[src/rtl/prbs_seq_pkg.sv]
// rtl/prbs_seq_pkg.sv - shared types and constants for the PRBS self-test sequencer
package prbs_seq_pkg;

   typedef enum logic [2:0] {
      ST_IDLE,
      ST_CLEAR,
      ST_SEND,
      ST_WAIT,
      ST_DONE
   } seq_state_t;

   localparam int PATTERN_LEN     = 4;
   localparam int DEFAULT_TIMEOUT = 64;
   localparam int MAX_REP         = 7;

   // Byte 0 is the most significant byte of the pattern.
   function automatic logic [7:0] pattern_byte(input logic [31:0] pattern, input logic [1:0] idx);
      logic [7:0] b;
      case (idx)
         2'd0: b = pattern[31:24];
         2'd1: b = pattern[23:16];
         2'd2: b = pattern[15:8];
         2'd3: b = pattern[7:0];
         default: b = 8'h00;
      endcase
      return b;
   endfunction

endpackage

[src/rtl/prbs_test_sequencer.sv]
// rtl/prbs_test_sequencer.sv - streams a captured pattern into the PRBS datapath and grades the detector flag
module prbs_test_sequencer
   import prbs_seq_pkg::*;
#(
   parameter int TIMEOUT = DEFAULT_TIMEOUT
) (
   input  logic        clk,
   input  logic        rst,
   input  logic        start,
   input  logic [31:0] pattern_in,
   input  logic [2:0]  rep_n,
   input  logic        dp_flag,
   output logic        dp_rst,
   output logic [7:0]  dp_data,
   output logic [2:0]  dp_n,
   output logic        busy,
   output logic        done,
   output logic        pass,
   output logic        cfg_err
);

   localparam int            TW     = (TIMEOUT > 1) ? $clog2(TIMEOUT) : 1;
   localparam logic [TW-1:0] T_LAST = TW'(TIMEOUT - 1);

   seq_state_t    state;
   logic [31:0]   pattern_q;
   logic [4:0]    send_cnt;
   logic [4:0]    next_idx;
   logic [4:0]    last_idx;
   logic [TW-1:0] tmo_cnt;
   logic          flag_lat;

   // dp_n doubles as the captured repeat count for the whole run.
   assign last_idx = 5'(PATTERN_LEN * int'(dp_n) - 1);
   assign next_idx = send_cnt + 5'd1;

   always_ff @(posedge clk or negedge rst) begin
      if (!rst) begin
         state     <= ST_IDLE;
         pattern_q <= 32'h0;
         send_cnt  <= 5'd0;
         tmo_cnt   <= '0;
         flag_lat  <= 1'b0;
         dp_rst    <= 1'b0;
         dp_data   <= 8'h00;
         dp_n      <= 3'd0;
         busy      <= 1'b0;
         done      <= 1'b0;
         pass      <= 1'b0;
         cfg_err   <= 1'b0;
      end else begin
         dp_rst  <= 1'b1;
         done    <= 1'b0;
         cfg_err <= 1'b0;
         case (state)
            ST_IDLE: begin
               if (start) begin
                  if (rep_n != 3'd0 && int'(rep_n) <= MAX_REP) begin
                     pattern_q <= pattern_in;
                     dp_n      <= rep_n;
                     pass      <= 1'b0;
                     flag_lat  <= 1'b0;
                     busy      <= 1'b1;
                     dp_rst    <= 1'b0;
                     dp_data   <= 8'h00;
                     state     <= ST_CLEAR;
                  end else begin
                     cfg_err <= 1'b1;
                  end
               end
            end
            ST_CLEAR: begin
               send_cnt <= 5'd0;
               dp_data  <= pattern_byte(pattern_q, 2'd0);
               state    <= ST_SEND;
            end
            ST_SEND: begin
               flag_lat <= flag_lat | dp_flag;
               if (send_cnt == last_idx) begin
                  dp_data <= 8'h00;
                  // A flag seen anywhere during SEND skips the wait phase.
                  if (flag_lat || dp_flag) begin
                     pass  <= 1'b1;
                     done  <= 1'b1;
                     state <= ST_DONE;
                  end else begin
                     tmo_cnt <= '0;
                     state   <= ST_WAIT;
                  end
               end else begin
                  send_cnt <= next_idx;
                  dp_data  <= pattern_byte(pattern_q, next_idx[1:0]);
               end
            end
            ST_WAIT: begin
               if (dp_flag) begin
                  pass  <= 1'b1;
                  done  <= 1'b1;
                  state <= ST_DONE;
               end else if (tmo_cnt == T_LAST) begin
                  pass  <= 1'b0;
                  done  <= 1'b1;
                  state <= ST_DONE;
               end else begin
                  tmo_cnt <= tmo_cnt + TW'(1);
               end
            end
            ST_DONE: begin
               busy  <= 1'b0;
               state <= ST_IDLE;
            end
            default: state <= ST_IDLE;
         endcase
      end
   end

endmodule
[config.mk]
export PLATFORM = sky130hd
export DESIGN_NAME = prbs_test_sequencer
export DESIGN_NICKNAME = d
export VERILOG_FILES = /design/src/rtl/prbs_seq_pkg.sv /design/src/rtl/prbs_test_sequencer.sv
export SDC_FILE = /design/constraint.sdc
export NUM_CORES = 1
export LEC_CHECK = 0
export CORE_ASPECT_RATIO = 0.6
export CORE_MARGIN = 3
export CORE_UTILIZATION = 40
export CTS_CLUSTER_DIAMETER = 30
export DETAILED_ROUTE_END_ITERATION = 10
export DONT_BUFFER_PORTS = 1
export HOLD_SLACK_MARGIN = 0.05
export PLACE_DENSITY = 0.66
export SYNTH_ARGS = -nofsm -noshare
export SYNTH_HDL_FRONTEND = slang
export SYNTH_SLANG_ARGS = --single-unit
[constraint.sdc]
create_clock -name clk -period 2.1 [get_ports clk]
set_input_delay 0.42 -clock clk [delete_from_list [all_inputs] [get_ports clk]]
set_output_delay 0.42 -clock clk [all_outputs]
set_load 0.1 [all_outputs]
=== Yosys cells after proc, flatten, opt, wreduce, memory -nomap -nowiden ===
Cells that the tools add are included.
W data, S select, Z words.

* Bits in registers: 63
* Latch bits: 0
* RAM bits: 0
* Memory bits (read-only): 0
* Bits of input ports: 39
* Output and inout bits: 16
* Logic and storage cells: 92
* Memories: 0

* Add/subtract/negate cells: 3
* Multipliers: 0
* Div/mod/pow operators: 0
* Magnitude comparators: 0
* Eq/ne operators: 18
* Shifts and indexed selects: 0
* Multiplexer cells: 40
* Bitwise gates (word level): 1
* Reductions and logical operators: 18

{| class="wikitable"
|+ Operator list
! kind !! number
|-
| $pmux W8 S4 || 1
|-
| $mux W6 || 4
|-
| $mux W8 || 3
|-
| $pmux W8 S3 || 1
|-
| $mux W3 || 6
|-
| $mux W1 || 17
|-
| $ne A2 B2 Y1 const B || 8
|-
| $pmux W3 S4 || 1
|-
| $pmux W6 S2 || 1
|-
| $reduce_and A3 Y1 || 4
|-
| $pmux W5 S2 || 1
|-
| $reduce_bool A3 Y1 || 3
|-
| $reduce_bool A2 Y1 || 4
|-
| $add A6 B1 Y6 const B || 1
|-
| $eq A3 B2 Y1 const B || 2
|-
| $eq A6 B6 Y1 const B || 1
|-
| $pmux W1 S2 || 3
|-
| $reduce_and A6 Y1 || 1
|-
| $add A5 B1 Y5 const B || 1
|-
| $eq A5 B5 Y1 || 1
|-
| $mux W5 || 1
|-
| $reduce_and A5 Y1 || 1
|-
| $sub A5 B1 Y5 const B || 1
|-
| $eq A2 B2 Y1 const B || 2
|-
| other kinds (11) || 11
|}

=== Depth between registers and ports, before layout ===
Gate-level depths: netlist of run 1.

* Depth in word-level cells: 5
* Depth in mapped cells: 9
* Gate-level depth less buffers: 7

=== Worst setup path before layout of run 1 ===
No wires, ideal clock.

* Path type: reg-to-reg
* Start point: register dp_n[0]
* End point: register pass
* Library setup time: 0.128 ns
* Arrival time: 2.552 ns
* Required time: 1.972 ns
* Slack: -0.580 ns
* Cell stages (with the launch flop): 8
* Path buffers: 0
* Clock period less this slack: 2.680 ns
* Path through: dfrtp_1 inv_1 ha_1 xnor3_1 nand4_1 and2b_4 nor4b_2 mux2_1

* Cells in the longest elaborated chain, start to end: 4

{| class="wikitable"
|+ Ends and longest elaborated chain
! what !! line !! source
|-
| start, declared || prbs_test_sequencer.sv:15 || <nowiki>output logic [2:0] dp_n,</nowiki>
|-
| start signal, assigned || prbs_test_sequencer.sv:60 || <nowiki>dp_n <= rep_n;</nowiki>
|-
| $sub A5 B1 Y5 || prbs_test_sequencer.sv:34 || <nowiki>assign last_idx = 5'(PATTERN_LEN * int'(dp_n) - 1);</nowiki>
|-
| $eq A5 B5 Y1 || prbs_test_sequencer.sv:79 || <nowiki>if (send_cnt == last_idx) begin</nowiki>
|-
| $ne A2 B2 Y1 (no source line) || n/a ||
|-
| $reduce_and A6 Y1 (no source line) || n/a ||
|-
| end signal, assigned || prbs_test_sequencer.sv:49 || <nowiki>pass <= 1'b0;</nowiki>
|-
| end signal, assigned || prbs_test_sequencer.sv:83 || <nowiki>pass <= 1'b1;</nowiki>
|-
| end signal, assigned || prbs_test_sequencer.sv:97 || <nowiki>pass <= 1'b1;</nowiki>
|-
| end, declared || prbs_test_sequencer.sv:18 || <nowiki>output logic pass,</nowiki>
|}

No other way between the ends.
A chain may end at the register's enable or synchronous reset.

=== Worst setup path in the final report of run 1 ===
* Start point: register tmo_cnt[0]
* End point: register pass

* Cells in the longest elaborated chain, start to end: 3

{| class="wikitable"
|+ Ends and longest elaborated chain
! what !! line !! source
|-
| start, declared || prbs_test_sequencer.sv:30 || <nowiki>logic [TW-1:0] tmo_cnt;</nowiki>
|-
| start signal, assigned || prbs_test_sequencer.sv:105 || <nowiki>tmo_cnt <= tmo_cnt + TW'(1);</nowiki>
|-
| $eq A6 B6 Y1 || prbs_test_sequencer.sv:100 || <nowiki>end else if (tmo_cnt == T_LAST) begin</nowiki>
|-
| $ne A3 B3 Y1 (no source line) || n/a ||
|-
| $reduce_and A6 Y1 (no source line) || n/a ||
|-
| end signal, assigned || prbs_test_sequencer.sv:83 ||
|-
| end signal, assigned || prbs_test_sequencer.sv:97 ||
|-
| end signal, assigned || prbs_test_sequencer.sv:101 || <nowiki>pass <= 1'b0;</nowiki>
|}

No other way between the ends.

==> reports/metrics.csv, run 1 <==
stage;metric;value;unit
clocking;clock slew at reported path FFs;0.05;ns
job;MaxCap Viol Count;0;
timing;Final min period;1.97;ns
power;Pwr Total;0.00655;W
global_routing;global-route wire length before repair;12.6;mm
detailed_routing;first-pass detailed-route iteration total;6;
floorplan;Initial Util;0.431;
logic_synthesis;unique cell type count in the Yosys netlist;43;
detailed_routing;Starting DRT DRC Count;264;
power;cell area power density;1820;nW/um2
clocking;CTS Buf Count;9;
logic_synthesis;Synth Cell Area;3020;um2
floorplan;Total Die Area;8650;um2
layout;# fillers;658;
logic_synthesis;Post-Syn Instances;326;
hold_path;cell depth of the worst min-delay path;1;
worst_setup_path;R2R Path End;pass$_DFFE_PN0P_;
layout;P&R area growth vs syn;19.3;%
layout;layout cells sized above 1;0.161;
floorplan;Core Box Area;6990;um2
power;worst vdd ir;0.000953;V
layout;Multi-input gate area;1320;um2
timing;Final Hold Fails;0;
timing;setup TNS;0;ns
clocking;CTS tree;done;
detailed_routing;# DRC;0;
detailed_routing;vias after detailed routing;2454;
worst_setup_path;critical path required time;2.31;ns
worst_setup_path;worst reg2reg path startpoint;tmo_cnt[0]$_DFFE_PN0P_;
layout;FF+latch area;1590;um2
worst_setup_path;Critical Path AT;2.19;ns
timing;final hold slack;0.150;ns
logic_synthesis;sequential area share after synthesis;0.523;
place;I/O Buffers;0;
logic_synthesis;Most used DFF post-synth;dfrtp_1;
clocking;H-tree Lvls;3;
logic_synthesis;Avg Cell Area, Syn;9.25;um2
timing;setup violators final;0;
worst_setup_path;FF-to-FF path depth;6;
hold_path;hold path start;rep_n[1];
detailed_routing;Via density;5.49;
clocking;Post-CTS Hold Fix Bufs;2;
hold_path;Min-Delay Path Class;in2reg;
floorplan;row count;23;
place;HPWL Detailed;5.42;mm
worst_setup_path;critical path startpoint;tmo_cnt[0]$_DFFE_PN0P_;
detailed_routing;Avg WL per Cell;17.4;um
timing;part of the cycle the worst path needs;0.940;
timing;Fmax achieved;507;MHz
worst_setup_path;startpoint types;flip-flop;
logic_synthesis;Synth Warn #;0;
layout;fin nets;387;
floorplan;die width;118;um
run_status;outcome;finished, final reports clean;
logic_synthesis;ys async rst share;1.00;
global_routing;initial antenna violation count;0;
clocking;Max Root-Sink Buffers;2;
timing;worst slew pin tran;0.983;ns
timing;RSZ-0062 raised after global routing;no;
timing;Max-slew headroom;0.344;
detailed_routing;final antenna-violating net count;0;
timing;Slew Viols, Final;0;
floorplan;Die Y;73.3;um
clocking;CTS resizes;0;
clocking;clock latency on the worst-skew pair;0.33;ns
power;Lkg Pwr;1.70;nW
global_routing;largest net degree at the start of global routing;64;
timing;Setup Skew;0.00545;ns
floorplan;I/O pin cnt;55;
logic_synthesis;number of synthesized flops with an enable pin;0;
worst_setup_path;reg2reg setup slack;0.13;ns
worst_setup_path;Worst setup EP type;flip-flop;
worst_setup_path;Max Fanout on Critical Path;4;
clocking;CTS Sinks;63;
global_routing;Total GRT Usage;0.190;
place;RePlAce Congestion;0.789;
logic_synthesis;Mapped Nets;371;
clocking;Setup Fix Bufs, Post-CTS;0;
global_routing;vias in the first global route;2348;
layout;Antenna Cells;0;
clocking;CTS root buffer;clkbuf_16;
global_routing;gr ovfl total;0;
hold_path;Min-Delay Endpoint;cfg_err$_DFF_PN0_;
detailed_routing;final wirelength;7.80;mm
logic_synthesis;#FFs+latches synth;63;
worst_setup_path;Setup Crit Path Kind;reg2reg;
==> cell usage after synthesis (2+ instances only) <==
master / number / area (um2)
a22oi_1: 16 / 120
inv_1: 7 / 26.3
nand3_1: 5 / 25.0
ha_1: 6 / 75.1
clkbuf_1: 6 / 22.5
o21ai_0: 23 / 115
inv_2: 2 / 7.51
a21oi_1: 8 / 40.0
dfrtp_1: 63 / 1580
nor2_1: 8 / 30.0
buf_4: 3 / 22.5
a221o_1: 2 / 20.0
nand4_1: 3 / 18.8
buf_2: 9 / 45.0
or3_1: 3 / 18.8
a222oi_1: 8 / 80.1
nor3_1: 4 / 20.0
a21o_1: 2 / 15.0
nand2b_1: 2 / 12.5
mux2i_1: 3 / 30.0
nand2_1: 117 / 439
xor2_1: 2 / 17.5
a22o_1: 2 / 17.5
o2bb2ai_1: 3 / 26.3
==> metrics by stage <==
stage / instance area, um2 / setup WS, ns / cells / utilization
4_1_cts: 3600 / 0.116 / 447 / 0.515
5_1_grt: 3600 / 0.0130 / 447 / 0.515
3_3_place_gp: 3230 / 0.223 / 429 / 0.462
6_report: 3600 / 0.126 / 447 / 0.515
3_5_place_dp: 3230 / 0.111 / 429 / 0.462
2_1_floorplan: 3040 / 0.00562 / 326 / -
==> critical path, cell delays in order (launching register included) <==
cell      delay (ns)
dfrtp_1         0.37
ha_1            0.21
nand3_2         0.13
or2_4           0.30
a221oi_2        0.25
nor4b_2         0.26
mux2_1          0.34
==> metal layers <==
metal / vias up / GRT usage / wire length, um
li1: 1160 / - / -
met1: 1180 / 0.276 / 3740
met2: 99 / 0.254 / 3120
met3: 15 / 0.0777 / 820
met4: 0 / 0.0649 / 111
met5: - / 0 / 0
==> layout make-up <==
| type | instances | area share |
|---|---|---|
| clock buffers | 11 | 0.0702 |
| clock inverters | 5 | 0.0222 |
| inverters | 9 | 0.0101 |
| multi-input cells | 235 | 0.366 |
| flip-flops and latches | 63 | 0.440 |
| well taps | 100 | 0.0348 |
| repair buffers | 24 | 0.0563 |
==> kinds of logic after synthesis <==
kind of cell	Yosys count	share of synthesized area
buffers and inverters	28	0.0448
flip-flops	63	0.523
XOR/XNOR	3	0.0133
AO/OA/AOI/OAI	68	0.160
adder cells (fa/ha/maj)	6	0.0249
multiplexers	5	0.0174
AND/OR/NAND/NOR	153	0.217
==> placed cells by master (no fill, tap or decap), types with 2 or more instances in the layout <==
cell type and n:
a21o_1 2, a21oi_1 8, a221o_1 2, a222oi_1 8, a22o_1 2, a22oi_1 16
buf_4 22, bufinv_16 2, clkbuf_16 9, clkbuf_8 2, clkinvlp_4 2, dfrtp_1 60
dfrtp_4 2, ha_1 5, inv_1 5, inv_2 3, mux2i_1 3, nand2_1 117
nand2b_1 2, nand3_1 5, nand4_1 3, nor2_1 8, nor3_1 4, o21ai_0 23
o2bb2ai_1 3, or3_1 3, xor2_1 2
==> flip-flops by register name (all words and copies together), names as in the netlist <==
register	cells
tmo_cnt	6
busy	1
pattern_q	32
dp_data	8
done	1
dp_rst	1
state	3
dp_n	3
cfg_err	1
send_cnt	5
pass	1
flag_lat	1
==> worst max path at each step <==
stage,end,slack [ns],depth (start not counted)
global route,pass$_DFFE_PN0P_,0.01,6
CTS,pass$_DFFE_PN0P_,0.12,7
global placement,pass$_DFFE_PN0P_,0.22,7
detailed placement,pass$_DFFE_PN0P_,0.11,6
floorplan,pass$_DFFE_PN0P_,0.006,7
finish,pass$_DFFE_PN0P_,0.13,6
==> power by group <==
part	internal, W	switching [W]
Sequential	0.00172	0.000560
Combinational	0.000851	0.00177
Clock	0.00110	0.000545
(Power assumes the default switching activity.)
==> run 2, diff against run 1 <==
- CORE_UTILIZATION: 40 -> 50
- PLACE_DENSITY: 0.66 -> 0.77
==> run 2 against run 1 <==
Compared with the run above: first-iteration DRC count is 17% lower; worst setup slack worse by 0.026 ns; critical path depth is 1 higher; sequential share of layout area is 1.6 points higher; clock power is 27% lower; fmax is 1.3% lower; critical endpoint unchanged; largest cell class unchanged.
==> reports/metrics.csv, run 2 (synthesis gave the netlist of run 1 again) <==
stage;metric;value;unit
layout;Multi-input gate area;1320;um2
power;Comb pwr share;0.426;
place;HPWL Detailed;4.82;mm
run_status;outcome;finished, final reports clean;
job;MaxCap Viol Count;0;
floorplan;Total Die Area;7030;um2
clocking;Setup Fix Bufs, Post-CTS;0;
worst_setup_path;Max Fanout on Critical Path;4;
power;Pwr Total;0.00606;W
timing;Max-slew headroom;0.369;
worst_setup_path;Setup Crit Path Kind;reg2reg;
global_routing;global-route wire length before repair;11.5;mm
detailed_routing;Via density;5.68;
global_routing;gr ovfl total;0;
detailed_routing;final wirelength;6.97;mm
layout;FF+latch area;1590;um2
power;Net Sw Frac;0.455;
clocking;CTS Sinks;63;
power;Lkg Pwr;1.65;nW
clocking;H-tree Lvls;3;
floorplan;I/O pin cnt;55;
timing;part of the cycle the worst path needs;0.952;
worst_setup_path;crit-path cells;inv_4 -> ha_4 -> xor2_1 -> nand4_1 -> and2b_4 -> nor4b_2 -> mux2_1;
detailed_routing;final antenna-violating net count;0;
power;switching power;0.00276;W
layout;# fillers;462;
place;RePlAce Congestion;0.807;
worst_setup_path;Worst Path Buf+Inv;1;
clocking;Post-CTS Hold Fix Bufs;2;
timing;Slew Viols, Final;0;
layout;most frequent cells in the layout;nand2_1 (117), dfrtp_1 (60), o21ai_0 (23);
timing;setup TNS;0;ns
timing;RSZ-0062 raised after global routing;no;
timing;Final Hold Fails;0;
place;DP Cell Count;407;
layout;P&R area growth vs syn;15.1;%
clocking;CTS Buf Count;9;
clocking;clock slew at reported path FFs;0.07;ns
global_routing;initial antenna violation count;0;
worst_setup_path;slowest cell on the critical path;dfrtp_4;
detailed_routing;vias after detailed routing;2412;
layout;layout cells sized above 1;0.157;
power;clock share of power;0.199;
layout;Antenna Cells;0;
floorplan;die width;106;um
layout;Finished Core Util;0.609;
place;I/O Buffers;0;
timing;Setup Skew;0.00448;ns
timing;Final min period;2.00;ns
floorplan;Initial Util;0.529;
timing;worst slew pin tran;0.946;ns
clocking;Max Root-Sink Buffers;2;
power;Flop pwr share;0.376;
timing;final hold slack;0.145;ns
worst_setup_path;Critical Path AT;2.23;ns
worst_setup_path;startpoint types;flip-flop;
hold_path;Min-Delay Path Class;in2reg;
timing;Fmax achieved;500;MHz
layout;most common cell after layout, fill and taps aside;nand2_1;
clocking;CTS tree;done;
global_routing;largest net degree at the start of global routing;64;
layout;fin nets;385;
detailed_routing;Starting DRT DRC Count;220;
global_routing;Total GRT Usage;0.214;
floorplan;Core Box Area;5700;um2
timing;setup violators final;0;
power;Internal;0.00330;W
clocking;CTS resizes;0;
clocking;CTS root buffer;clkbuf_8;
worst_setup_path;crit-path leading delay family;simple AND/OR/NAND/NOR gates;
floorplan;row count;21;
detailed_routing;first-pass detailed-route iteration total;5;
layout;final non-filler cell total;425;
detailed_routing;Avg WL per Cell;16.4;um
worst_setup_path;Critical Path Max Stage Delay;0.50;ns
layout;max reg flops;32;
worst_setup_path;Worst setup EP type;flip-flop;
global_routing;vias in the first global route;2254;
worst_setup_path;reg2reg setup slack;0.10;ns
power;cell area power density;1750;nW/um2
detailed_routing;# DRC;0;
floorplan;Die Y;66.2;um
power;worst vdd ir;0.000745;V
layout;Reg with most FFs;pattern_q;
clocking;clock latency on the worst-skew pair;0.34;ns
layout;Regs by FF count;pattern_q (32), dp_data (8), tmo_cnt (6);
worst_setup_path;critical path required time;2.33;ns
[run 2: changes by cell type in the layout (fill, tap and decap cells not counted)]
cell | before | now
clkbuf_16 | 9 | 0
clkbuf_8 | 2 | 11
buf_4 | 22 | 19
buf_12 | 0 | 1
[run 2: worst paths after layout]
check,startpoint,to,cells after the start
max in group asynchronous,rst,dp_n[1]$_DFFE_PN0P_,2
worst min register to register,pattern_q[20]$_DFFE_PN0P_,pattern_q[20]$_DFFE_PN0P_,2
worst min-delay path,rep_n[1],cfg_err$_DFF_PN0_,1
min in group asynchronous,rst,pattern_q[4]$_DFFE_PN0P_,2
worst max register to register,dp_n[0]$_DFFE_PN0P_,pass$_DFFE_PN0P_,7
worst max-delay path,dp_n[0]$_DFFE_PN0P_,pass$_DFFE_PN0P_,7
[run 2: area by class of cell]
cell class / instances / area share
Multi-Input combinational cell: 235 / 0.380
Tap cell: 80 / 0.0288
Clock buffer: 11 / 0.0436
Clock inverter: 5 / 0.0231
Inverter: 9 / 0.0105
Timing Repair Buffer: 22 / 0.0577
Sequential cell: 63 / 0.457
[run 2: power groups by stage]
stage | sequential, W | clock (W) | combinational (W)
after detailed placement | 0.00228 | 0 | 0.00252
after global routing | 0.00233 | 0.00128 | 0.00282
after global placement | 0.00227 | 0 | 0.00246
after CTS | 0.00227 | 0.00122 | 0.00258
after floorplan | 0.00278 | 0 | 0.00141
final | 0.00228 | 0.00120 | 0.00258
[run 2: routing by layer]
layer | vias to the layer above | wire, um | GRT usage
met2 | 106 | 2870 | 0.283
met5 | - | 0 | 0
met4 | 0 | 34 | 0.0420
li1 | 1152 | - | -
met3 | 7 | 699 | 0.0888
met1 | 1147 | 3370 | 0.322
[run 2: worst register-to-register path: cells and delay by family (launching register included)]
family	cells	cell delay (ns)
xor+xnor	1	0.15
fa+ha+maj	1	0.20
buf+inv	1	0.08
flops	1	0.50
mux	1	0.34
simple gates	3	0.62
[run 2: metrics by stage]
step | setup slack (ns) | cell area (um2)
3_3_place_gp | 0.181 | 3200
2_1_floorplan | 0.00562 | 3040
6_report | 0.100 | 3470
5_1_grt | 0.00831 | 3470
3_5_place_dp | 0.113 | 3200
4_1_cts | 0.107 | 3470
==> run 3, diff against run 2 <==
- CTS_CLUSTER_SIZE: unset -> 40
==> results of run 3 <==
Same layout as run 2: the final DEF is identical, and so are final timing and power.
